### src/rtl/operand_stager_pkg.sv
// Shared types and default sizing for the operand stager and the logic stage it feeds.
package operand_stager_pkg;

  localparam int unsigned DEF_WIDTH   = 8;
  localparam int unsigned DEF_TIMEOUT = 16;
  localparam int unsigned DEF_CNT_W   = 8;

  // Inter-byte timer width; wide enough for the largest legal TIMEOUT (255).
  localparam int unsigned TMR_W = 8;

  typedef enum logic [1:0] {
    LOAD_A  = 2'd0,
    LOAD_B  = 2'd1,
    PRESENT = 2'd2
  } state_t;

endpackage

### src/rtl/operand_stager_if.sv
// Byte-stream input, operand-pair output and status bundle of the operand stager.
interface operand_stager_if
  import operand_stager_pkg::*;
#(
  parameter int unsigned WIDTH = DEF_WIDTH,
  parameter int unsigned CNT_W = DEF_CNT_W
) ();

  logic [WIDTH-1:0] in_data;
  logic             in_valid;
  logic             in_ready;
  logic             abort;
  logic [WIDTH-1:0] a_out;
  logic [WIDTH-1:0] b_out;
  logic             out_valid;
  logic             out_ready;
  logic             timeout_err;
  logic [CNT_W-1:0] pair_count;

  // Source/consumer side: drives bytes, abort and downstream ready.
  modport master (
    output in_data, in_valid, abort, out_ready,
    input  in_ready, a_out, b_out, out_valid, timeout_err, pair_count
  );

  // Stager side.
  modport slave (
    input  in_data, in_valid, abort, out_ready,
    output in_ready, a_out, b_out, out_valid, timeout_err, pair_count
  );

endinterface

### src/rtl/operand_stager_timer.sv
// Loadable up-counter with clear/enable and a terminal-count flag, for serial loaders.
module stage_timeout_timer
  import operand_stager_pkg::*;
#(
  parameter int unsigned W  = TMR_W,
  parameter int unsigned TC = DEF_TIMEOUT - 1
) (
  input  logic         clk,
  input  logic         rst,
  input  logic         clr_i,
  input  logic         load_i,
  input  logic [W-1:0] load_val_i,
  input  logic         en_i,
  output logic         tc_o
);

  logic [W-1:0] count_q;
  logic [W-1:0] count_d;

  // Clear beats load, load beats count-enable.
  always_comb begin
    count_d = count_q;
    if (clr_i) begin
      count_d = '0;
    end else if (load_i) begin
      count_d = load_val_i;
    end else if (en_i) begin
      count_d = count_q + 1'b1;
    end
  end

  // Counter register.
  always_ff @(posedge clk or posedge rst) begin
    if (rst) begin
      count_q <= '0;
    end else begin
      count_q <= count_d;
    end
  end

  assign tc_o = (count_q == W'(TC));

endmodule

### src/rtl/operand_stager.sv
// Collects a two-byte operand pair from a valid/ready byte stream and presents it
// to the logic stage until taken, with inter-byte timeout, abort and a pair counter.
module operand_stager
  import operand_stager_pkg::*;
#(
  parameter int unsigned WIDTH   = DEF_WIDTH,
  parameter int unsigned TIMEOUT = DEF_TIMEOUT,
  parameter int unsigned CNT_W   = DEF_CNT_W
) (
  input logic             clk,
  input logic             reset,
  operand_stager_if.slave bus
);

  state_t           state_q, state_d;
  logic [WIDTH-1:0] a_q, a_d;
  logic [WIDTH-1:0] b_q, b_d;
  logic [CNT_W-1:0] cnt_q, cnt_d;
  logic             terr_q, terr_d;

  logic tmr_clr;
  logic tmr_en;
  logic tmr_tc;
  logic in_ready;
  logic xfer;

  assign in_ready = (state_q == LOAD_A) || (state_q == LOAD_B);
  assign xfer     = bus.in_valid && in_ready;

  stage_timeout_timer #(
    .W  (TMR_W),
    .TC (TIMEOUT - 1)
  ) u_timer (
    .clk        (clk),
    .rst        (reset),
    .clr_i      (tmr_clr),
    .load_i     (1'b0),
    .load_val_i ('0),
    .en_i       (tmr_en),
    .tc_o       (tmr_tc)
  );

  // Next-state, operand capture, pair counting and timer control.
  always_comb begin
    state_d = state_q;
    a_d     = a_q;
    b_d     = b_q;
    cnt_d   = cnt_q;
    terr_d  = 1'b0;
    tmr_clr = 1'b0;
    tmr_en  = 1'b0;

    if (bus.abort) begin
      state_d = LOAD_A;
      tmr_clr = 1'b1;
    end else begin
      unique case (state_q)
        LOAD_A: begin
          // Timer held at zero so LOAD_B always starts counting from 0.
          tmr_clr = 1'b1;
          if (xfer) begin
            a_d     = bus.in_data;
            state_d = LOAD_B;
          end
        end
        LOAD_B: begin
          // A byte arriving on the terminal cycle takes precedence over the timeout.
          if (xfer) begin
            b_d     = bus.in_data;
            state_d = PRESENT;
          end else if (tmr_tc) begin
            terr_d  = 1'b1;
            tmr_clr = 1'b1;
            state_d = LOAD_A;
          end else begin
            tmr_en = 1'b1;
          end
        end
        PRESENT: begin
          tmr_clr = 1'b1;
          if (bus.out_ready) begin
            cnt_d   = cnt_q + 1'b1;
            state_d = LOAD_A;
          end
        end
        default: begin
          state_d = LOAD_A;
          tmr_clr = 1'b1;
        end
      endcase
    end
  end

  // State, operand, counter and error-pulse registers.
  always_ff @(posedge clk or posedge reset) begin
    if (reset) begin
      state_q <= LOAD_A;
      a_q     <= '0;
      b_q     <= '0;
      cnt_q   <= '0;
      terr_q  <= 1'b0;
    end else begin
      state_q <= state_d;
      a_q     <= a_d;
      b_q     <= b_d;
      cnt_q   <= cnt_d;
      terr_q  <= terr_d;
    end
  end

  assign bus.in_ready    = in_ready;
  assign bus.a_out       = a_q;
  assign bus.b_out       = b_q;
  assign bus.out_valid   = (state_q == PRESENT);
  assign bus.timeout_err = terr_q;
  assign bus.pair_count  = cnt_q;

endmodule

### src/flat_wrapper.sv
// flat-port wrapper written by rule: the top's interface ports become plain ports
module operand_stager_flat import operand_stager_pkg::*;
#(
  parameter int unsigned WIDTH   = DEF_WIDTH,
  parameter int unsigned TIMEOUT = DEF_TIMEOUT,
  parameter int unsigned CNT_W   = DEF_CNT_W
)
  (clk, reset, bus_in_data, bus_in_valid, bus_abort, bus_out_ready, bus_in_ready, bus_a_out, bus_b_out, bus_out_valid, bus_timeout_err, bus_pair_count);
  operand_stager_if #(.WIDTH(WIDTH), .CNT_W(CNT_W)) bus_i ();
  input logic clk;
  input logic reset;
  input wire logic [$bits(bus_i.in_data)-1:0] bus_in_data;
  input wire logic [$bits(bus_i.in_valid)-1:0] bus_in_valid;
  input wire logic [$bits(bus_i.abort)-1:0] bus_abort;
  input wire logic [$bits(bus_i.out_ready)-1:0] bus_out_ready;
  output wire logic [$bits(bus_i.in_ready)-1:0] bus_in_ready;
  output wire logic [$bits(bus_i.a_out)-1:0] bus_a_out;
  output wire logic [$bits(bus_i.b_out)-1:0] bus_b_out;
  output wire logic [$bits(bus_i.out_valid)-1:0] bus_out_valid;
  output wire logic [$bits(bus_i.timeout_err)-1:0] bus_timeout_err;
  output wire logic [$bits(bus_i.pair_count)-1:0] bus_pair_count;
  assign bus_i.in_data = bus_in_data;
  assign bus_i.in_valid = bus_in_valid;
  assign bus_i.abort = bus_abort;
  assign bus_i.out_ready = bus_out_ready;
  assign bus_in_ready = bus_i.in_ready;
  assign bus_a_out = bus_i.a_out;
  assign bus_b_out = bus_i.b_out;
  assign bus_out_valid = bus_i.out_valid;
  assign bus_timeout_err = bus_i.timeout_err;
  assign bus_pair_count = bus_i.pair_count;
  operand_stager #(.WIDTH(WIDTH), .TIMEOUT(TIMEOUT), .CNT_W(CNT_W)) u_core (.clk(clk), .reset(reset), .bus(bus_i));
endmodule
### config.mk
export PLATFORM = sky130hd
export DESIGN_NAME = operand_stager_flat
export DESIGN_NICKNAME = d
export VERILOG_FILES = /design/src/rtl/operand_stager_pkg.sv /design/src/rtl/operand_stager_if.sv /design/src/rtl/operand_stager_timer.sv /design/src/rtl/operand_stager.sv /design/src/flat_wrapper.sv
export SDC_FILE = /design/constraint.sdc
export NUM_CORES = 1
export LEC_CHECK = 0
export ABC_AREA = 1
export CORE_MARGIN = 1
export CORE_UTILIZATION = 44
export DETAILED_ROUTE_END_ITERATION = 10
export PLACE_DENSITY = 0.74
export SYNTH_ARGS = -nofsm -noshare
export SYNTH_HDL_FRONTEND = slang
export SYNTH_SLANG_ARGS = --single-unit
### constraint.sdc
create_clock -name clk -period 1.25 [get_ports clk]
set_clock_uncertainty 0.15 [all_clocks]
set_input_delay 0.1875 -clock clk [delete_from_list [all_inputs] [get_ports clk]]
set_output_delay 0.1875 -clock clk [all_outputs]
set_load 0.03 [all_outputs]
======== Word-level counts from Yosys, hierarchy flattened ========
Index checks and enable logic that the tools add are counted.
word-level totals
  input port bits ......................... 13
  register bits ........................... 35
  output and inout bits ................... 27
cells by class
  add/sub/neg operators ................... 2
  eq/ne operators ......................... 6
  bitwise operators ....................... 1
  reductions and logical operators ........ 8
  mux-type cells .......................... 18
operators with widths
  operator             count
  $add 8x1->8 const B  2
  $mux 8               2
  $reduce_and 3->1     4
  $mux 1               10
  $mux 2               5
  $eq 8x4->1 const B   1
  $pmux 2 s3           1
  $ne 4x2->1 const B   1
  $ne 3x2->1 const B   1
  $ne 3x3->1 const B   1
  $eq 2x1->1 const B   1
  $eq 2x2->1 const B   1
  $logic_not 2->1      1
  $reduce_bool 2->1    1
  $logic_and 1x1->1    1
  $logic_or 1x1->1     1
  $not 1->1            1

======== Longest topological paths before layout ========
  depth in word-level cells ............... 8
  depth in mapped cells ................... 7

======== Cells and area by module ========
A second synthesis with hierarchy kept.
unflattened totals
  cells, all modules ...................... 220
  area total of the unflattened synthesis .. 1780.5 sq um
by module, submodules not included
  module               area an instance (sq um)  seq. area each (sq um)  instances  cells each
  operand_stager       1226.2                    675.6                   1          135
  stage_timeout_timer  554.3                     200.2                   1          85

======== Worst setup path before layout ========
No wires, ideal clock.
  path type ............................... flip-flop to flip-flop
  start point ............................. register u_core.state_q[1]
  end point ............................... register u_core.cnt_q[3] (netlist: u_core.bus.pair_count[3])
  period minus slack after synthesis ...... 1551 ps
  required time ........................... 973 ps
  arrival ................................. 1274 ps
  stages on the path, launching flop included .. 6
  path slack .............................. -301 ps
  cell sequence ........................... dfrtp_1 > inv_2 > nor2_2 > nand3_2 > clkinv_2 > o21ai_0
between the ends
  word-level cells in the longest chain between the ends .. 2
RTL lines
  item                               line                   text
  start, declared                    operand_stager.sv:15   state_t state_q, state_d;
  start signal, assigned             operand_stager.sv:103  state_q <= state_d;
  $eq 2x2->1                         -
  via bus_out_valid                  flat_wrapper.sv:19     output wire logic [$bits(bus_i.out_valid)-1:0] bus_out_valid;
  $reduce_and 3->1 (no source line)  -
  end signal, assigned               operand_stager.sv:106  cnt_q <= cnt_d;
  end, declared                      operand_stager.sv:18   logic [CNT_W-1:0] cnt_q, cnt_d;
The timed path passes the listed nets, and every way through them passes these cells.
A chain may end at the register's enable or synchronous reset.

======== Worst setup path in the final report ========
  start point ............................. register u_core.state_q[0]
  end point ............................... output port bus_out_valid
between the ends
  word-level cells in the longest chain between the ends .. 1
RTL lines
  item           line                   text
  $eq 2x2->1     operand_stager.sv:114  assign bus.out_valid = (state_q == PRESENT);
  end, declared  flat_wrapper.sv:19
Every way passes these cells.

==> impl_metrics.ini <==
[power]
ir_worst_vdd_mv = 0.9402
p_leak_nw = 1.361
p_per_area_nw_per_um2 = 1340
power.total_mw = 3.600

[synth]
syn_inst = 203
post_synth_xor_area_fraction_pct = 2.525
netlist_area_sq_um = 1734
yosysWarnings = 0
synth_top_family_by_area = simple AND/OR/NAND/NOR gates
synth_fa_ha_area_share_pct = 1.443
synth-compound-area-share_pct = 8.586
yosys.area_share.simple_pct = 28.86
synth.distinct_cells = 27
synth_mux_area_share_pct = 0
synth_seq_cells = 35
synth.avg_cell_area_sq_um = 8.543
synth_nets = 218
yosysSeqAreaShare_pct = 50.51

[placement]
routabilityCongestion = 0.7162
port_buffers = 39
dpl-instance-area_sq_um = 2312
dp_slack_ns = -0.3125
placed_cells = 305
dpl.hpwl_microns = 2496

[timing]
rsz0062_at_grt = yes
setup_tns_ns = -3.945
clock.fmax_mhz = 705.3
slew_headroom_pct = 81.25
tightest_slew_ns = 0.2809
whs_ns = 0.08758
hold_viol = 0
worst_slack_ns = -0.1679
period_share_pct = 113.4
drv_slew = 0
setup_viol = 32
period_minus_slack_ns = 1.418

[flow_run]
cap_viol_max_count = 0

[grt]
grt_pass1_vias = 1632
grt.total_usage_pct = 22.31
grt_pass1_wl_microns = 6948
grt_max_degree = 36
antenna_found_initial = 0
grt-ovfl-total = 0

[status]
violations = setup timing
status = complete, but fails checks

[setup_path]
critical_path_arrival_ns = 1.08
end_kind = primary output
cp_max_fo = 2
path_class = register to primary output
r2r_slack_ns = -0.16
cp_data_required_time_ns = 0.91
startpoint_type = register

[finish]
area_growth_pct = 54.91
fin_cells = 330
antenna_cells = 0
fin_area_sq_um = 2686
final_cell_mix = nand2_1, buf_4, dfrtp_1
drive_gt1_share_pct = 41.84
final_common_cell = nand2_1
multi_input_area_sq_um = 850.8
register_area_sq_um = 880.8
nFillCells = 272
nets = 297
fin_util_pct = 72.29

[route]
drt_iter0_drc = 69
routed_wl_microns = 3944
vias = 1553
ant_nets = 0
vias_per_cell = 4.706
firstDrtPassIters = 4
drc = 0
wl_per_cell_microns = 11.95

[die]
rows = 22
die_w_microns = 64.78
initial_core_util_pct = 46.67
ios = 40
core-area_sq_um = 3716
die_area_sq_um = 4196
die_h_microns = 64.78

[clock_tree]
htree_levels = 2
cts_tree = built
numCtsBuffers = 5
clock_path_buffers = 2
insertion_delay_ns = 0.29
clk_pin_slew_ns = 0.07
ctsHoldBuffers = 0
ctsRootBufferMaster = clkbuf_8
cts.sinks = 35

[worst_hold_path]
hold_path.class = input port to async pin
layout make-up:
type | count | area share (%)
flip-flops and latches | 35 | 32.79
repair inverters | 1 | 0.2329
repair buffers | 72 | 25.01
clock buffers | 6 | 3.074
inverters | 29 | 4.797
well taps | 48 | 2.236
clock inverters | 1 | 0.1863
multi-input cells | 138 | 31.67
synth_stat cells:
master / n / area, sq um
or2_2: 1 / 6.260
nand3_1: 13 / 65.06
nor3b_1: 1 / 7.510
clkinv_2: 1 / 5.000
nand2_4: 1 / 11.26
o21ai_0: 13 / 65.06
nand3_2: 2 / 20.02
o21ai_2: 9 / 78.83
inv_2: 2 / 7.510
clkbuf_2: 1 / 5.000
inv_1: 25 / 93.84
a21oi_1: 1 / 5.000
inv_6: 1 / 8.760
nand4_4: 1 / 21.27
buf_12: 1 / 20.02
nand2_1: 72 / 270.3
nand4_1: 2 / 12.51
dfrtp_1: 35 / 875.8
nor3_1: 1 / 5.000
nor2_4: 1 / 11.26
xor2_1: 3 / 26.28
ha_1: 2 / 25.02
nor2_8: 1 / 20.02
nor2_2: 2 / 12.51
xnor2_1: 2 / 17.52
nand3b_1: 1 / 7.510
nor2_1: 8 / 30.03
power by group:
group / total (mW) / internal (mW) / switching, mW
Combinational: 1.30 / 0.575 / 0.726
Clock: 0.827 / 0.432 / 0.395
Sequential: 1.47 / 1.32 / 0.152
cell families (layout without fill, tap and decap cells):
logic type               Yosys count  in the layout
XOR/XNOR                           5              5
adder cells (fa/ha/maj)            2              2
AO/OA/AOI/OAI                     23             23
AND/OR/NAND/NOR                  107            108
flip-flops                        35             35
buffers and inverters             31            109
repair_timing:
| action | CTS | global route |
|---|---|---|
| pin swaps | 12 | 9 |
| setup buffers | 12 | 4 |
| setup endpoints to repair | 25 | 45 |
| resized for setup | 24 | 21 |
| cloned | 1 | 1 |
state kept, by name (all words and copies together), names as in the netlist:
register	count
u_core.u_timer.count_q	8
u_core.bus.timeout_err	1
u_core.state_q	2
u_core.bus.b_out	8
u_core.bus.a_out	8
u_core.bus.pair_count	8
critical path: stages, from the launching register on:
cell and delay, ns:
dfrtp_1 0.41, buf_6 0.13, nor2_4 0.12, buf_6 0.14
layer usage:
layer | vias to the layer above | global-route usage, % | share of wire [%]
met5 | - | 0 | 0
met4 | 0 | 10.83 | 1.7
met3 | 5 | 5.458 | 4.7
met2 | 35 | 39.06 | 50
met1 | 718 | 25.09 | 43
li1 | 795 | - | -
final timing paths:
check,startpoint,endpoint,cells after the start
max,u_core.state_q[0],bus_out_valid,3
min,reset,u_core.bus.pair_count[7],3
max reg2reg,u_core.state_q[1],u_core.u_timer.count_q[7],7
min reg2reg,u_core.bus.a_out[2],u_core.bus.a_out[2],2
max in group asynchronous,reset,u_core.bus.pair_count[1],3
min in group clk,bus_in_data[5],u_core.bus.b_out[5],3
Note: power is estimated with default switching activity, not from simulation.
